[src/rtl/mem_arbiter.sv]
// Two-requester arbiter for the shared LSU data port (core m0, debug/DMA m1).
// Define MEM_ARB_FIXED_PRIO_EN to make m0 win every tie instead of round-robin.
module mem_arbiter #(
  parameter int ADDR_W     = 32,
  parameter int DATA_W     = 32,
  parameter int RD_LATENCY = 1,
  parameter int LOCK_MAX   = 16
) (
  input  logic              i_clk,
  input  logic              i_reset,
  input  logic              i_m0_req,
  input  logic              i_m0_wren,
  input  logic [ADDR_W-1:0] i_m0_addr,
  input  logic [DATA_W-1:0] i_m0_wdata,
  input  logic [3:0]        i_m0_bmask,
  output logic              o_m0_gnt,
  output logic              o_m0_rvalid,
  output logic [DATA_W-1:0] o_m0_rdata,
  input  logic              i_m1_req,
  input  logic              i_m1_wren,
  input  logic [ADDR_W-1:0] i_m1_addr,
  input  logic [DATA_W-1:0] i_m1_wdata,
  input  logic [3:0]        i_m1_bmask,
  input  logic              i_m1_lock,
  output logic              o_m1_gnt,
  output logic              o_m1_rvalid,
  output logic [DATA_W-1:0] o_m1_rdata,
  output logic [ADDR_W-1:0] o_mem_addr,
  output logic [DATA_W-1:0] o_mem_wdata,
  output logic [3:0]        o_mem_bmask,
  output logic              o_mem_wren,
  input  logic [DATA_W-1:0] i_mem_rdata,
  output logic              o_busy
);

  typedef enum logic {
    S_IDLE,
    S_WAIT
  } state_t;

  localparam logic [1:0] LAT_M1   = 2'(RD_LATENCY - 1);
  localparam logic [7:0] LOCK_LIM = 8'(LOCK_MAX);

  state_t      r_state;
  state_t      w_state_nxt;
  logic [1:0]  r_wait_cnt;
  logic [1:0]  w_wait_nxt;
  logic        r_last_owner;
  logic        r_rd_owner;
  logic [7:0]  r_lock_cnt;
  logic [7:0]  w_lock_nxt;

  logic        w_window;
  logic        w_rvalid;
  logic        w_g0;
  logic        w_g1;
  logic        w_gnt;
  logic        w_rd_gnt;
  logic        w_lock_path;
  logic        w_lock_full;
  logic        w_sel_wren;
  logic [ADDR_W-1:0] w_sel_addr;
  logic [DATA_W-1:0] w_sel_wdata;
  logic [3:0]        w_sel_bmask;

  assign w_rvalid    = (r_state == S_WAIT) && (r_wait_cnt == 2'd0);
  assign w_window    = !i_reset &&
                       ((r_state == S_IDLE) || w_rvalid);
  assign w_lock_path = r_last_owner & i_m1_lock & i_m1_req;
  assign w_lock_full = (r_lock_cnt == LOCK_LIM);

  always_comb begin
    w_g0 = 1'b0;
    w_g1 = 1'b0;
    if (w_window) begin
      if (w_lock_path) begin
        // Starvation guard: one m0 grant after LOCK_MAX locked m1 grants
        if (w_lock_full && i_m0_req) w_g0 = 1'b1;
        else                         w_g1 = 1'b1;
      end else if (i_m0_req && i_m1_req) begin
`ifdef MEM_ARB_FIXED_PRIO_EN
        w_g0 = 1'b1;
`else
        w_g0 = r_last_owner;
        w_g1 = !r_last_owner;
`endif
      end else begin
        w_g0 = i_m0_req;
        w_g1 = i_m1_req;
      end
    end
  end

  assign w_gnt       = w_g0 | w_g1;
  assign w_sel_wren  = w_g1 ? i_m1_wren  : i_m0_wren;
  assign w_sel_addr  = w_g1 ? i_m1_addr  : i_m0_addr;
  assign w_sel_wdata = w_g1 ? i_m1_wdata : i_m0_wdata;
  assign w_sel_bmask = w_g1 ? i_m1_bmask : i_m0_bmask;
  assign w_rd_gnt    = w_gnt & !w_sel_wren;

  assign o_m0_gnt    = w_g0;
  assign o_m1_gnt    = w_g1;
  assign o_mem_wren  = w_gnt & w_sel_wren;
  assign o_mem_addr  = w_gnt ? w_sel_addr : '0;
  assign o_mem_bmask = w_gnt ? w_sel_bmask : '0;
  assign o_mem_wdata = o_mem_wren ? w_sel_wdata : '0;

  assign o_m0_rvalid = w_rvalid & !r_rd_owner;
  assign o_m1_rvalid = w_rvalid & r_rd_owner;
  assign o_m0_rdata  = o_m0_rvalid ? i_mem_rdata : '0;
  assign o_m1_rdata  = o_m1_rvalid ? i_mem_rdata : '0;
  assign o_busy      = (r_state == S_WAIT);

  always_comb begin
    w_state_nxt = r_state;
    w_wait_nxt  = r_wait_cnt;
    unique case (r_state)
      S_IDLE: begin
        if (w_rd_gnt) begin
          w_state_nxt = S_WAIT;
          w_wait_nxt  = LAT_M1;
        end
      end
      S_WAIT: begin
        if (r_wait_cnt != 2'd0) begin
          w_wait_nxt = r_wait_cnt - 2'd1;
        end else if (w_rd_gnt) begin
          w_wait_nxt = LAT_M1;
        end else begin
          w_state_nxt = S_IDLE;
        end
      end
      default: begin
        w_state_nxt = S_IDLE;
        w_wait_nxt  = 2'd0;
      end
    endcase
  end

  always_comb begin
    w_lock_nxt = r_lock_cnt;
    if (!i_m1_lock || w_g0)
      w_lock_nxt = 8'd0;
    else if (w_g1 && !w_lock_full)
      w_lock_nxt = r_lock_cnt + 8'd1;
  end

  always_ff @(posedge i_clk or posedge i_reset) begin
    if (i_reset) begin
      r_state      <= S_IDLE;
      r_wait_cnt   <= 2'd0;
      r_last_owner <= 1'b1;
      r_rd_owner   <= 1'b0;
      r_lock_cnt   <= 8'd0;
    end else begin
      r_state    <= w_state_nxt;
      r_wait_cnt <= w_wait_nxt;
      r_lock_cnt <= w_lock_nxt;
      if (w_gnt)    r_last_owner <= w_g1;
      if (w_rd_gnt) r_rd_owner   <= w_g1;
    end
  end

endmodule

[config.mk]
export PLATFORM = sky130hd
export DESIGN_NAME = mem_arbiter
export DESIGN_NICKNAME = d
export VERILOG_FILES = /design/src/rtl/mem_arbiter.sv
export SDC_FILE = /design/constraint.sdc
export NUM_CORES = 1
export LEC_CHECK = 0
export ABC_CLOCK_PERIOD_IN_PS = 3400
export CORE_AREA = 2 2 121 123
export DETAILED_ROUTE_END_ITERATION = 10
export DIE_AREA = 0 0 123 125
export GPL_TIMING_DRIVEN = 0
export PLACE_DENSITY = 0.6
export SKIP_CTS_REPAIR_TIMING = 1
export SYNTH_ARGS = -nofsm -noshare
export SYNTH_HDL_FRONTEND = slang
export SYNTH_SLANG_ARGS = --single-unit
export TNS_END_PERCENT = 100
[constraint.sdc]
create_clock -name i_clk -period 3.4 [get_ports i_clk]
set_input_delay 0.85 -clock i_clk [delete_from_list [all_inputs] [get_ports i_clk]]
set_output_delay 0.85 -clock i_clk [all_outputs]
set_load 0.01 [all_outputs]
==> key figures <==
Clock tree
  • CTS buffer count: 3
  • CTS sink count: 13
  • CTS clk-pin slew, worst paths: approximately 0.05 ns
  • Clock latency on the worst-skew pair: 0.24 ns
  • TritonCTS clock tree: built
  • Clk buf depth: 2
  • CTS H-tree depth: 1
  • CTS root buffer: clkbuf_16

Min path
  • Hold Path Class: reg -> reg

Critical path
  • Critical path class: in -> out
  • CP Capture Type: primary output
  • Worst Path Required: approximately 2.6 ns
  • Startpoint Class: primary input
  • Worst Path Max Fanout: 10
  • Worst Path Arrival: 2.50 ns

Cells and area
  • Post-Layout Inst Area: 6180 um2
  • Footprint of the multi-input gates: 2090 um2
  • Most common cell after layout, fill and taps aside: clkdlybuf4s50_1
  • Most frequent cells in the layout: 236 x clkdlybuf4s50_1, 77 x a21oi_1, 64 x and2_1
  • Register area: 327 um2
  • Layout fillers: 1481
  • Layout cells sized above 1: 11.7%
  • Area Overhead vs Synth: 138%
  • Ant. Diodes: 0
  • Nets@finish: between 900 and 1k

Logic synthesis
  • Fraction of registers with async set/reset: 100%
  • Post-synth top area cell: and2_1
  • Post-synthesis sequential element count: 13
  • Syn Area/Cell: 6.30 um2
  • Mapped Area: 2600 um2
  • Synth Warn #: 0
  • Sequential share of the synthesized area: 12.6%
  • Post-synth EDFFs: 0
  • Top post-synthesis cells by area: and2_1 15%, a21oi_1 15%, dfrtp_1 12%
  • Share of the synthesized area in the top cell type: between 10% and 20%
  • Netlist cell types: 40
  • Syn Inst Count: 412
  • Synth Flop Type: dfrtp_1
  • Post-synth net total: 589

Pwr
  • Internal power: 0.716 mW
  • Net switching power: 0.354 mW
  • Switch share: 33.1%
  • Reg power frac: 16.1%
  • P_leak: 2.88 nW
  • Max rail drop VDD: 0.000104 V
  • Combinational share of power: 62.9%
  • Final Power: 1.07 mW
  • P per Cell Area: about 170 nW/um2
  • Share of total power in the clock network: 21.0%

Timing
  • Final setup violation count: 0
  • Final period utilization: between 90% and 100%
  • Hold Fails Final Rpt: 0
  • RSZ-0062 raised after global routing: no
  • Max-slew headroom: 61.2%
  • Worst-margin pin slew: 0.578 ns
  • TNS Setup: 0 ns
  • Max Fclk: 299 MHz
  • Hold_ws: 0.546 ns
  • Final Worst Setup Slack: 0.0547 ns
  • Pins over their slew limit: 0
  • Final Skew: 0.00113 ns
  • Post-layout minimum cycle time: 3.35 ns

Die
  • Core area: 14200 um2
  • Die Area: 15400 um2
  • Horiz. Die Dim: 123 um
  • Row cnt: 44
  • Die Ht: 125 um
  • Initial Utilization: between 10% and 20%
  • # IOs: 313

Route
  • Wire per inst: 18.5 um
  • Vias: 4574
  • First-pass DRT Iterations: 4
  • DRC viols: 0
  • Routed WL: 17000 um
  • Initial DRC count: 217
  • Final ANT Viol Nets: 0
  • Routed vias/inst: between 4 and 5

GRT
  • First-pass GRT wire length: between 20000 and 25000 um
  • GRT Total Usage: 20.3%
  • Vias in the first global route: 4586
  • GRT overflow: 0
  • Largest net degree at the start of global routing: 16
  • Initial antenna violation count: 1

Place
  • PortBufs: 310
  • Final GP Congestion: 0.879
  • Dpl cell area: 5930 um2
  • DP Worst Slack: -1.04 ns
  • DPL Wire Length: 13700 um

Status
  • Status: finished clean

Run
  • Max-Cap Viols: 0
==> power by group through the flow <==
| stage | clock network [mW] | logic [mW] | registers (mW) |
|---|---|---|---|
| after floorplan | 0 | 0.229 | 0.171 |
| after global placement | 0 | 0.670 | 0.172 |
| after detailed placement | 0 | 0.672 | 0.173 |
| after CTS | 0.230 | 0.678 | 0.170 |
| after global routing | 0.241 | 0.723 | 0.172 |
| final | 0.225 | 0.673 | 0.172 |
==> cells in the mapped netlist, types with 2 or more instances <==
master and count:
or4_1 3, buf_1 2, nand3_1 42, nor2b_1 2
nor3_1 2, buf_2 2, clkbuf_1 45, and2_1 64
nand2_1 3, buf_6 2, nor4b_1 2, o31ai_1 2
o211ai_1 34, inv_1 6, o21ai_0 45, nand4_1 34
or3_1 7, dfrtp_1 12, a21oi_1 78, ha_1 2
nor2_1 4
==> area by class of cell <==
type | count | area share (%)
clock buffers | 4 | 1.28
plain buffers | 50 | 4.41
inverters | 6 | 0.425
repair buffers | 318 | 51.1
multi-input cells | 341 | 33.8
well taps | 184 | 3.73
flip-flops and latches | 13 | 5.29
==> worst max-delay path, stage by stage <==
cell and delay [ns]:
dlymetal6s2s_1 0.15, and3b_2 0.26, or3_4 0.47, buf_8 0.17, buf_6 0.13, o211ai_1 0.19, a21oi_2 0.10, buf_2 0.17
==> worst paths after layout <==
check / startpoint / endpoint / slack [ns] / cells past startpoint
max: i_m0_req / o_mem_wdata[17] / 0.05 / 8
min: r_last_owner / r_last_owner / 0.55 / 1
max reg2reg: r_wait_cnt[1] / r_lock_cnt[5] / 1.32 / 7
min reg2reg: r_last_owner / r_last_owner / 0.55 / 1
max in group asynchronous: i_reset / r_last_owner / 2.47 / 3
min in group asynchronous: i_reset / r_lock_cnt[2] / 0.68 / 3
==> flip-flops by register name (all words and copies together), names as in the netlist <==
signal        count
o_busy            1
r_last_owner      1
r_lock_cnt        8
r_rd_owner        1
r_wait_cnt        2
==> kinds of logic after synthesis <==
group,after synthesis,synth area share [%]
AND/OR/NAND/NOR,172,40.4
AO/OA/AOI/OAI,166,36.4
buffers and inverters,58,9.20
flip-flops,13,12.6
adder cells (fa/ha/maj),2,0.964
multiplexers,1,0.386
==> stage by stage <==
stage               cells  util (%)
detailed placement    906      41.7
CTS                   910      42.3
finish                916      43.5
global placement      906      41.7
global route          916      43.5
floorplan             412         -
==> layer usage <==
layer / share of wire, % / vias up / track usage (%)
met1: 39 / 2120 / 23.5
met3: 8.9 / 28 / 4.65
met5: 0.077 / - / 0
met4: 2.7 / 2 / 6.22
met2: 50 / 239 / 36.5
li1: - / 2185 / -
(Power assumes the default switching activity.)
